==> src/rtl/piso_transmitter.sv <==
// piso_transmitter: loads a WIDTH-bit word on E and shifts it out LSB first on Q.
// Pulses done for one cycle after the last bit. A load is also accepted in the done cycle.
module piso_transmitter #(
    parameter int WIDTH = 8
) (
    input  logic             clk,
    input  logic             reset,
    input  logic [WIDTH-1:0] D,
    input  logic             E,
    output logic             Q,
    output logic             busy,
    output logic             done
);
    localparam int CW = $clog2(WIDTH);
    localparam logic [CW-1:0] LAST = CW'(WIDTH - 1);

    typedef enum logic [1:0] {IDLE, SHIFT, DONE} state_t;

    state_t          state_q, state_d;
    logic [WIDTH-1:0] sr_q, sr_d;
    logic [CW-1:0]    cnt_q, cnt_d;
    logic             q_q, q_d, busy_q, busy_d, done_q, done_d;

    // The shift register holds the bits not yet on Q, so sr_q[0] is always the next bit.
    always_comb begin
        state_d = state_q;
        sr_d    = sr_q;
        cnt_d   = cnt_q;
        q_d     = 1'b0;
        busy_d  = 1'b0;
        done_d  = 1'b0;
        case (state_q)
            SHIFT: begin
                if (cnt_q == LAST) begin
                    state_d = DONE;
                    done_d  = 1'b1;
                end else begin
                    q_d    = sr_q[0];
                    sr_d   = sr_q >> 1;
                    cnt_d  = cnt_q + CW'(1);
                    busy_d = 1'b1;
                end
            end
            default: begin
                if (E) begin
                    state_d = SHIFT;
                    sr_d    = D >> 1;
                    cnt_d   = '0;
                    q_d     = D[0];
                    busy_d  = 1'b1;
                end else begin
                    state_d = IDLE;
                end
            end
        endcase
    end

    always_ff @(posedge clk or negedge reset) begin
        if (!reset) begin
            state_q <= IDLE;
            sr_q    <= '0;
            cnt_q   <= '0;
            q_q     <= 1'b0;
            busy_q  <= 1'b0;
            done_q  <= 1'b0;
        end else begin
            state_q <= state_d;
            sr_q    <= sr_d;
            cnt_q   <= cnt_d;
            q_q     <= q_d;
            busy_q  <= busy_d;
            done_q  <= done_d;
        end
    end

    assign Q    = q_q;
    assign busy = busy_q;
    assign done = done_q;
endmodule

==> config.mk <==
export PLATFORM = sky130hd
export DESIGN_NAME = piso_transmitter
export DESIGN_NICKNAME = d
export VERILOG_FILES = /design/src/rtl/piso_transmitter.sv
export SDC_FILE = /design/constraint.sdc
export NUM_CORES = 1
export LEC_CHECK = 0
export ABC_AREA = 1
export BUFFER_PORTS_ARGS = -buffer_cell sky130_fd_sc_hd__buf_2
export CAP_MARGIN = 0
export CORE_MARGIN = 1
export CORE_UTILIZATION = 50
export CTS_CLUSTER_SIZE = 14
export DETAILED_ROUTE_END_ITERATION = 6
export GPL_TIMING_DRIVEN = 0
export PLACE_DENSITY = 0.82
export SLEW_MARGIN = 0
export SYNTH_ARGS = -nofsm -noshare
export SYNTH_HDL_FRONTEND = slang
export SYNTH_SLANG_ARGS = --single-unit
==> constraint.sdc <==
create_clock -name clk -period 1.9 [get_ports clk]
set_input_delay 0 -clock clk [delete_from_list [all_inputs] [get_ports clk]]
set_output_delay 0 -clock clk [all_outputs]
set_load 0.02 [all_outputs]
Word level (Yosys, flattened, before mapping) --
Index checks and enable logic that the tools add are counted. Widths: inputs -> output; s select.
Word-level totals: register bits 16, memory bits (writable) 0, memories 0, latch bits 0, output and inout port bits 3, bits of input ports 11, ROM bits 0
Cells by class: reduce and logical (&&, ||, !) cells 2, eq/ne operators 4, div/mod/pow operators 0, $lt $le $gt $ge 0, multipliers 0, shift-type cells 0, bitwise operators 0, mux-type cells 17, add/sub/neg operators 1
Operator list (number):
- $mux 8 | 3
- $mux 1 | 9
- $mux 3 | 3
- $mux 2 | 2
- $ne 2x2->1 const B | 2
- $add 3x1->3 const B | 1
- $eq 3x3->1 const B | 1
- $eq 2x1->1 const B | 1
- $reduce_and 2->1 | 1
- $reduce_bool 2->1 | 1

Longest topological paths before layout --
Gate-level depths: netlist of run 1.
word-level depth 3, depth in mapped cells 7, gate-level depth less buffers 7

Least setup slack after synthesis of run 1 --
Ideal clock, no wire load.
path kind register to register, start point register cnt_q[0], end point register sr_q[0], path slack 562 ps, arrival 1222 ps, clock period less this slack 1338 ps, buffers on the path 1, stages on the path, launching flop included 8, data required time 1784 ps, path through dfrtp_1 -> ha_1 -> ha_1 -> inv_1 -> nand3_4 -> buf_8 -> nand3_1 -> nand2_1
On the way: cells in the longest elaborated chain, start to end 3
RTL lines:
- from (decl) | RTL line 21 | logic [CW-1:0] cnt_q, cnt_d;
- from (signal assigned) | RTL line 69 | cnt_q <= cnt_d;
- $eq 3x3->1 | RTL line 34 | if (cnt_q == LAST) begin
- $ne 2x2->1 (no line)
- $reduce_and 2->1 (no line)
- to (signal assigned) | RTL line 68 | sr_q <= sr_d;
- to (decl) | RTL line 20 | logic [WIDTH-1:0] sr_q, sr_d;
Every way passes these cells. A chain may end at the register's enable or synchronous reset.

Final worst setup path of run 1 --
Same ends and word-level chain as after synthesis.

==> flow_summary.ini, run 1 <==
[drt]
drc = 0
postRouteAntennaNets = 0
wl_per_cell_um = 11.7
drtIter0Drc = 3
drt-total-wl_mm = 1.44
drt_pass1_iterations = 5
via_per_inst = 4.96
num_vias = 610

[sta]
min_period_ns = 1.43
finalMaxSlewViolations = 0
worst_slew_pin_slew_ns = 0.338
maxSlewHeadroom_pct = 77.5
finalCritPeriodShare_pct = 75.2
setup_viol = 0
finalSetupTns_ns = 0
fin_skew_ns = 0.00877
rsz0062_at_grt = false
timing.fmax_mhz = 700
hold_viol_final = 0

[setup_path]
crit_path_end = sr_q[0]$_DFFE_PN0P_
critical-path-top-delay-family = adder cells
startpoint = cnt_q[0]$_DFFE_PN0P_
regToRegStartpoint = cnt_q[0]$_DFFE_PN0P_
path_cells = ha_1, ha_1, inv_1, nand3_4, buf_8, nand3_1, nand2_1
worstSetupEndpointType = flip-flop
crit_cells = 7
cp.required_ns = 2.08
r2r_end = sr_q[0]$_DFFE_PN0P_
r2r_cells = 7
worstPathArrival_ns = 1.61
worstPathMaxFanout = 10
crit_top_cell = ha_1
setup.worst_path.class = flip-flop to flip-flop
slowest_delay_ns = 0.41
start_kind = flip-flop
worst-path-buf-inv = 2
r2r_setup_slack_ns = 0.47
cpMaxStageDelayCell = dfrtp_1

[outcome]
run_status = completed

[logic_synthesis]
synth.most_common_cell = nand2_1
synth_ff_type = dfrtp_1
synthArstFlopShare_pct = 100
syn_nets = 99
post-synth-top-area-cell = dfrtp_1
synth_cell_types = 16
synth_common_cells = nand2_1 (34), dfrtp_1 (15), nand3_2 (9), nand3_1 (7), inv_1 (5)
synth_area_leaders = dfrtp_1 (46%), nand2_1 (16%), nand3_2 (11%), nand2_8 (4.9%), ha_1 (4.6%)
synthCells = 85
ys_seq_area_share_pct = 45.8
synth_edf_count = 0
synth_top_cell_area_share_pct = 45.8
synth_warnings = 0
avgSynthCellArea_um2 = 9.64
netlist_area_um2 = 820
yosys_register_bits = 15

[cells_and_area]
diodes = 0
drive_above_1_share_pct = 30.8
fin_nets = 122
fillCellCount = 129
fin_util_pct = 64.4
register_area_um2 = 375
area_growth_pct = 19.7
multi_input_area_um2 = 373

[floorplan]
rows = 14
dieArea_um2 = 1800
initial_core_util_pct = 53.8
core-area_um2 = 1520
io-pin-count = 14
die_h_um = 42.5
die_x_um = 42.5

[pwr]
p_total_mw = 1.49
powerDensity_nw_per_um2 = 1520
p_leak_nw = 0.527
peakVddDrop_mv = 0.839

[global_route]
antenna_found_initial = 0
grt_pass1_vias = 619
grt_util_all_layers_pct = 19.1
grt-ovfl-total = 0
grt_max_degree = 16
grt_pass1_wl_mm = 2.49

[run]
maxCapViolCount = 0

[clock_tree]
cts.sinks = 15
ctsResizeCount = 0
numCtsBuffers = 3
clock-root-buffer = clkbuf_4
clock_path_buffers = 2
clk_latency_ns = 0.28
clkTransAtPathRegs_ns = 0.09
htree_num_levels = 1
cts_tree = yes

[min_path]
hp-class = input port to flip-flop
min_from = D[1]

[placement]
io_buffer_count = 13
hpwl_um = 993
routabilityCongestion = 0.756
[report_power, final]
group / switching (mW) / internal [mW] / leakage [nW]
clock network: 0.0980 / 0.0815 / 0.0150
registers: 0.0816 / 0.453 / 0.188
logic: 0.454 / 0.320 / 0.324
total: 0.633 / 0.854 / 0.527
[stage by stage]
| step | std cells | instance area [um2] | worst slack [ns] | hold WS, ns |
|---|---|---|---|---|
| finish | 123 | 981 | 0.472 | 0.00116 |
| global route | 123 | 981 | 0.406 | 0.0336 |
| CTS | 123 | 981 | 0.463 | 0.00110 |
| detailed placement | 114 | 905 | 0.485 | -0.0754 |
| global placement | 114 | 905 | 0.506 | -0.0824 |
| floorplan | 85 | 820 | 0.562 | -0.296 |
[layout make-up]
cell class	instances	area share (%)
flip-flops and latches	15	38.3
multi-input cells	61	38.0
repair buffers	18	11.7
plain buffers	3	4.72
clock buffers	4	2.68
inverters	6	2.55
well taps	16	2.04
[state kept, by name, summed over array words and instances, names as in the netlist]
name and flops:
sr_q 7, cnt_q 3, state_q 2, Q 1, busy 1, done 1
[kinds of logic (layout without fill, tap and decap cells)]
family | after synthesis | count (layout) | synth area share (%)
AOI/OAI and AO/OA | 1 | 1 | 0.610
adders and majority gates | 3 | 3 | 4.58
buffers and inverters | 9 | 31 | 8.70
DFF | 15 | 15 | 45.8
and+or+nand+nor | 57 | 57 | 40.3
[cell usage in the layout, fill, tap and decap left out]
| cell | n |
|---|---|
| nand2_8 | 2 |
| clkbuf_1 | 1 |
| nand4_1 | 1 |
| nand2_2 | 1 |
| nand3_2 | 9 |
| buf_2 | 13 |
| inv_4 | 1 |
| nand3_4 | 1 |
| nand2_1 | 34 |
| o21ai_0 | 1 |
| buf_6 | 1 |
| nand3_1 | 7 |
| buf_12 | 1 |
| buf_8 | 1 |
| inv_1 | 5 |
| ha_1 | 3 |
| nor2_1 | 2 |
| dlygate4sd3_1 | 5 |
| clkbuf_4 | 3 |
| dfrtp_1 | 15 |
[layer usage]
metal,vias to the layer above,track usage (%),wire [um]
met5,-,0,0
met4,0,13.1,34
met1,278,21.9,643
met3,4,2.59,40
li1,317,-,-
met2,11,32.3,725
[worst min-delay path: cells and delay by family]
kind	cells	cell delay, ns
buffers and inverters	1	0.08
AND/OR/NAND/NOR	4	0.18
[what timing repair did]
action	CTS	global route
setup endpoints to repair	0	0
hold buffers	5	0
hold endpoints to repair	19	0
setup buffers	0	0
[worst min-delay path by stage]
stage	end	slack, ns	cells after the start
after global placement	Q$_DFF_PN0_	-0.08	1
after CTS	sr_q[0]$_DFFE_PN0P_	0.001	5
after detailed placement	sr_q[6]$_DFFE_PN0P_	-0.08	1
after global routing	sr_q[0]$_DFFE_PN0P_	0.03	5
final	sr_q[0]$_DFFE_PN0P_	0.001	5
after floorplan	Q$_DFF_PN0_	-0.30	0
No activity file was read; power rests on OpenSTA's default activity.
==> run 2, diff against run 1 <==
--- a/config.mk
+++ b/config.mk
@@ -9,11 +9,11 @@
 export BUFFER_PORTS_ARGS = -buffer_cell sky130_fd_sc_hd__buf_2
 export CAP_MARGIN = 0
 export CORE_MARGIN = 1
-export CORE_UTILIZATION = 50
+export CORE_UTILIZATION = 48
 export CTS_CLUSTER_SIZE = 14
 export DETAILED_ROUTE_END_ITERATION = 6
 export GPL_TIMING_DRIVEN = 0
-export PLACE_DENSITY = 0.82
+export PLACE_DENSITY = 0.83
 export SLEW_MARGIN = 0
 export SYNTH_ARGS = -nofsm -noshare
 export SYNTH_HDL_FRONTEND = slang
==> constraint.sdc (replaced) <==
create_clock -name clk -period 1.3 [get_ports clk]
set_input_delay 0 -clock clk [delete_from_list [all_inputs] [get_ports clk]]
set_output_delay 0 -clock clk [all_outputs]
set_load 0.02 [all_outputs]
==> run 2 against run 1 <==
  * The run now ends with DRC, setup timing left
  * Worst hold slack improved by 0.024 ns
  * Utilization is 5.4 points higher
  * Via count rose by 8.9%
  * Critical path type unchanged
  * Global-route usage up 1.8 points
  * Maximum frequency is 6.7% higher
  * Sequential share of layout area decreased by 3.7 points
  * Total power grew 69%
  * Clock power grew 45%
  * Count of clock-buffer cells in the layout down 1
  * Cell count increased by 4.9%
  * Register-to-register slack worse by 0.51 ns
  * Largest power group unchanged
  * Wire length rose by 12%
  * Highest routed layer unchanged
==> flow_summary.ini, run 2 (synthesis results as in run 1) <==
[drt]
drtIter0Drc = 8
via_per_inst = 5.15
drt-total-wl_mm = 1.62
num_vias = 664
wl_per_cell_um = 12.5
drt_pass1_iterations = 7
postRouteAntennaNets = 0
drc = 2

[min_path]
min_from = D[3]
hp-class = input port to flip-flop
hold_path_end = sr_q[2]$_DFFE_PN0P_
hold_path_depth = 5

[floorplan]
rows = 14
initial_core_util_pct = 52.6
dieArea_um2 = 1880
die_x_um = 43.3
io-pin-count = 14
core-area_um2 = 1560
die_h_um = 43.3

[sta]
min_period_ns = 1.34
setup_slack_ns = -0.0383
finalMaxSlewViolations = 0
timing.fmax_mhz = 747
hold_viol_final = 0
maxSlewHeadroom_pct = 77.8
fin_skew_ns = 0.00922
rsz0062_at_grt = true
setup_viol = 10
finalCritPeriodShare_pct = 103
worst_slew_pin_slew_ns = 0.333
timing.hold.ws_ns = 0.0256

[pwr]
powerDensity_nw_per_um2 = 2310
p_total_mw = 2.52
p_leak_nw = 0.567
peakVddDrop_mv = 1.34

[placement]
io_buffer_count = 13
hpwl_mm = 1.01
post-place-ws_ns = -0.0608
place_area_um2 = 907
routabilityCongestion = 0.751

[setup_path]
cp.required_ns = 1.47
r2r_end = sr_q[1]$_DFFE_PN0P_
path_cells = ha_2, ha_4, inv_4, nand3_4, buf_8, nand3_2, nand2_2
r2r_setup_slack_ns = -0.04
crit_cells = 7
start_kind = flip-flop
worstPathMaxFanout = 5
setup.worst_path.class = flip-flop to flip-flop
r2r_cells = 7
slowest_delay_ns = 0.39
cpMaxStageDelayCell = dfrtp_1
worst-path-buf-inv = 2
worstSetupEndpointType = flip-flop
critical-path-top-delay-family = flip-flops
regToRegStartpoint = cnt_q[1]$_DFFE_PN0P_
worstPathArrival_ns = 1.51

[global_route]
grt_pass1_vias = 641
grt_util_all_layers_pct = 20.9
grt_max_degree = 16
grt-ovfl-total = 0
antenna_found_initial = 0
grt_pass1_wl_mm = 2.80

[clock_tree]
clock-root-buffer = clkbuf_4
clkTransAtPathRegs_ns = 0.08
clk_latency_ns = 0.28
htree_num_levels = 1
cts_tree = yes
numCtsBuffers = 3
cts.sinks = 15
clock_path_buffers = 2

[cells_and_area]
mostFrequentLayoutCell = nand2_1
fin_util_pct = 69.7
drive_above_1_share_pct = 40.7
area_growth_pct = 32.7
layout_common_cells = nand2_1 (32), dfrtp_1 (15), buf_2 (13)
top_regs = sr_q (7), cnt_q (3), state_q (2)
largest_register_ffs = 7
top_register = sr_q
diodes = 0
fin_nets = 128
stdcell_area_um2 = 1090

[run]
maxCapViolCount = 0

[outcome]
run_status = complete, but fails checks
violations = DRC, setup timing
-- run 2: cell types whose count changed in the layout (fill, tap and decap cells not counted), sizes merged --
| cell | change |
|---|---|
| buf | +6 |
| clkinv | +1 |
| clkbuf | -1 |
-- run 2: power by group --
group	switching (mW)	internal, mW
registers	0.125	0.661
logic	0.790	0.681
clock network	0.144	0.114
total	1.06	1.46
-- run 2: metal layers --
layer	wire (um)	up-vias	global-route usage [%]
met2	855	16	37.3
li1	-	328	-
met4	8	0	3.75
met3	84	2	7.66
met5	0	-	0
met1	669	318	24.1
-- run 2: how the worst max path moves through the flow --
stage,startpoint,to
after global routing,cnt_q[1]$_DFFE_PN0P_,sr_q[1]$_DFFE_PN0P_
final,cnt_q[1]$_DFFE_PN0P_,sr_q[1]$_DFFE_PN0P_
after global placement,cnt_q[0]$_DFFE_PN0P_,sr_q[0]$_DFFE_PN0P_
after detailed placement,cnt_q[0]$_DFFE_PN0P_,sr_q[0]$_DFFE_PN0P_
after floorplan,cnt_q[0]$_DFFE_PN0P_,sr_q[0]$_DFFE_PN0P_
after CTS,cnt_q[1]$_DFFE_PN0P_,cnt_q[0]$_DFFE_PN0P_
-- run 2: worst min-delay path, cell delays in order --
cell and delay, ns:
buf_2 0.07, nand2_1 0.05, nand2_1 0.05, nand2_1 0.05
nand2_1 0.05
-- run 2: what timing repair did --
action,4_1_cts,5_1_grt
resized for setup,4,5
hold buffers,5,0
gates cloned,1,0
hold endpoints to repair,19,0
endpoints found under the setup margin,10,10
setup buffers,4,1
pin swaps,15,11
-- run 2: cell type report --
| type | count | area (um2) |
|---|---|---|
| Timing Repair Buffer | 24 | 180 |
| Tap cell | 16 | 20.0 |
| Multi-Input combinational cell | 61 | 410 |
| Fill cell | 128 | 472 |
| Clock buffer | 3 | 22.5 |
| Buffer | 3 | 46.3 |
| Clock inverter | 1 | 5.00 |
| Inverter | 6 | 27.5 |
| Sequential cell | 15 | 375 |
-- run 2: per-stage QoR --
| stage | std cells | setup TNS [ns] |
|---|---|---|
| after floorplan | 85 | 0 |
| after global placement | 114 | -0.193 |
| after detailed placement | 114 | -0.467 |
| after CTS | 128 | -0.0542 |
| after global routing | 129 | -0.755 |
| final | 129 | -0.181 |
==> run 3, diff against run 2 <==
--- a/config.mk
+++ b/config.mk
@@ -6,14 +6,14 @@
 export NUM_CORES = 1
 export LEC_CHECK = 0
 export ABC_AREA = 1
-export BUFFER_PORTS_ARGS = -buffer_cell sky130_fd_sc_hd__buf_2
 export CAP_MARGIN = 0
 export CORE_MARGIN = 1
-export CORE_UTILIZATION = 48
+export CORE_UTILIZATION = 50
 export CTS_CLUSTER_SIZE = 14
 export DETAILED_ROUTE_END_ITERATION = 6
+export DONT_BUFFER_PORTS = 1
 export GPL_TIMING_DRIVEN = 0
-export PLACE_DENSITY = 0.83
+export PLACE_DENSITY = 0.78
 export SLEW_MARGIN = 0
 export SYNTH_ARGS = -nofsm -noshare
 export SYNTH_HDL_FRONTEND = slang
==> run 3 against run 2 <==
  * The run ends with setup timing left
  * Utilization fell by 0.78 points
  * Setup slack improved by 0.015 ns
  * Worst hold slack improved by 0.16 ns
  * First-iteration DRC count rose by 25%
  * Register-to-register slack improved by 0.02 ns
  * Sequential power rose by 4.8%
  * Die area fell by 3.8%
  * Cell area fell by 3.3%
  * Global-route usage rose by 0.99 points
  * Critical endpoint is now sr_q[6]$_DFFE_PN0P_
  * Largest cell class unchanged
==> flow_summary.ini, run 3 (synthesis results as in run 1) <==
[drt]
drc = 0
via_per_inst = 5.18
drt-total-wl_mm = 1.62
drt_pass1_iterations = 4
num_vias = 622
drtIter0Drc = 10
postRouteAntennaNets = 0
wl_per_cell_um = 13.5

[floorplan]
rows = 14
dieArea_um2 = 1800
core-area_um2 = 1520
die_x_um = 42.5
io-pin-count = 14
die_h_um = 42.5
initial_core_util_pct = 53.8

[clock_tree]
cts_tree = yes
clk_latency_ns = 0.28
clkTransAtPathRegs_ns = 0.09
clock_path_buffers = 2
numCtsBuffers = 3
htree_num_levels = 1
clock-root-buffer = clkbuf_4
cts.sinks = 15

[outcome]
run_status = complete, but fails checks
violations = setup timing

[setup_path]
r2r_setup_slack_ns = -0.02
start_kind = flip-flop
cp.required_ns = 1.48
startpoint = cnt_q[0]$_DFFE_PN0P_
r2r_end = sr_q[6]$_DFFE_PN0P_
worstPathArrival_ns = 1.50
r2r_cells = 7
worstPathMaxFanout = 5
worstSetupEndpointType = flip-flop
setup.worst_path.class = flip-flop to flip-flop
regToRegStartpoint = cnt_q[0]$_DFFE_PN0P_

[cells_and_area]
final_cells = 120
top_register = sr_q
top_regs = sr_q (7), cnt_q (3), state_q (2)
drive_above_1_share_pct = 28.8
fillCellCount = 121
diodes = 0
fin_nets = 119
layout_common_cells = nand2_1 (34), dfrtp_1 (15), nand3_2 (10), dlygate4sd3_1 (10), nand3_1 (6)
area_growth_pct = 28.2
largest_register_ffs = 7
mostFrequentLayoutCell = nand2_1
stdcell_area_um2 = 1050

[placement]
place_area_um2 = 842
post-place-ws_ns = -0.0596
place_inst = 101
io_buffer_count = 0
hpwl_um = 944
routabilityCongestion = 0.740

[sta]
rsz0062_at_grt = true
maxSlewHeadroom_pct = 55.0
hold_viol_final = 0
worst_slew_pin_slew_ns = 0.673
setup_slack_ns = -0.0230
timing.fmax_mhz = 756
min_period_ns = 1.32
fin_skew_ns = 0.00421
setup_viol = 10
finalMaxSlewViolations = 0
finalCritPeriodShare_pct = 102

[global_route]
antenna_found_initial = 0
grt_pass1_vias = 620
grt_pass1_wl_mm = 2.82
grt-ovfl-total = 0
grt_util_all_layers_pct = 21.9
grt_max_degree = 16

[pwr]
internal-power_mw = 1.42
swShare_pct = 41.8
comb_power_share_pct = 55.4
clkPwrFrac_pct = 10.7
peakVddDrop_mv = 1.31
p_leak_nw = 0.528
netSwitchingPower_mw = 1.02
p_seq_share_pct = 33.8
powerDensity_nw_per_um2 = 2320
p_total_mw = 2.44

[min_path]
hp-class = input port to async pin

[run]
maxCapViolCount = 0
-- run 3: cell count changes in the layout (fill, tap and decap cells not counted), sizes merged --
cell,change
buf,-14
clkbuf,+1
clkinv,-1
dlygate4sd3,+5
-- run 3: metrics by stage --
stage	util (%)	TNS, ns	hold slack (ns)
after global placement	55.3	-0.205	-0.295
final	69.0	-0.148	0.187
after CTS	68.6	0	0.204
after global routing	69.0	-0.753	0.255
after detailed placement	55.3	-0.391	-0.295
after floorplan	-	0	-0.296
-- run 3: worst max-delay path by stage --
stage | endpoint | slack (ns) | cells after the start
4_1_cts | sr_q[6]$_DFFE_PN0P_ | 0.0001 | 7
2_1_floorplan | sr_q[0]$_DFFE_PN0P_ | 0.01 | 7
6_report | sr_q[6]$_DFFE_PN0P_ | -0.02 | 7
3_3_place_gp | sr_q[0]$_DFFE_PN0P_ | -0.04 | 7
3_5_place_dp | sr_q[0]$_DFFE_PN0P_ | -0.06 | 7
5_1_grt | cnt_q[2]$_DFFE_PN0P_ | -0.09 | 7
-- run 3: cell type report --
| type | instances | area, um2 | share of cell area [%] |
|---|---|---|---|
| inverters | 6 | 27.5 | 2.62 |
| plain buffers | 3 | 46.3 | 4.40 |
| clock buffers | 4 | 26.3 | 2.50 |
| flip-flops and latches | 15 | 375 | 35.7 |
| multi-input cells | 61 | 398 | 37.9 |
| repair buffers | 15 | 158 | 15.0 |
| well taps | 16 | 20.0 | 1.90 |
-- run 3: repair_timing --
item / in CTS / in global routing
hold endpoints to repair: 24 / 0
cloned: 1 / 0
setup buffers: 4 / 0
pin swaps: 14 / 8
hold buffers: 10 / 0
endpoints found under the setup margin: 10 / 11
resized for setup: 5 / 2
-- run 3: worst max-delay path, stage by stage (launching register included) --
cell     delay, ns
dfrtp_1       0.39
ha_2          0.21
ha_4          0.16
inv_4         0.05
nand3_4       0.12
buf_16        0.17
nand3_2       0.06
nand2_1       0.04
-- run 3: power groups by stage --
stage	clock network [mW]	logic [mW]	registers (mW)
floorplan	0	0.886	0.810
global placement	0	1.01	0.825
detailed placement	0	1.04	0.836
CTS	0.268	1.31	0.825
global route	0.285	1.51	0.848
finish	0.262	1.35	0.824
-- run 3: layer usage --
layer	share of wire, %	GRT usage (%)
met1	43	26.9
met5	0	0
met3	3.9	7.76
met2	50	35.4
met4	2.7	7.50
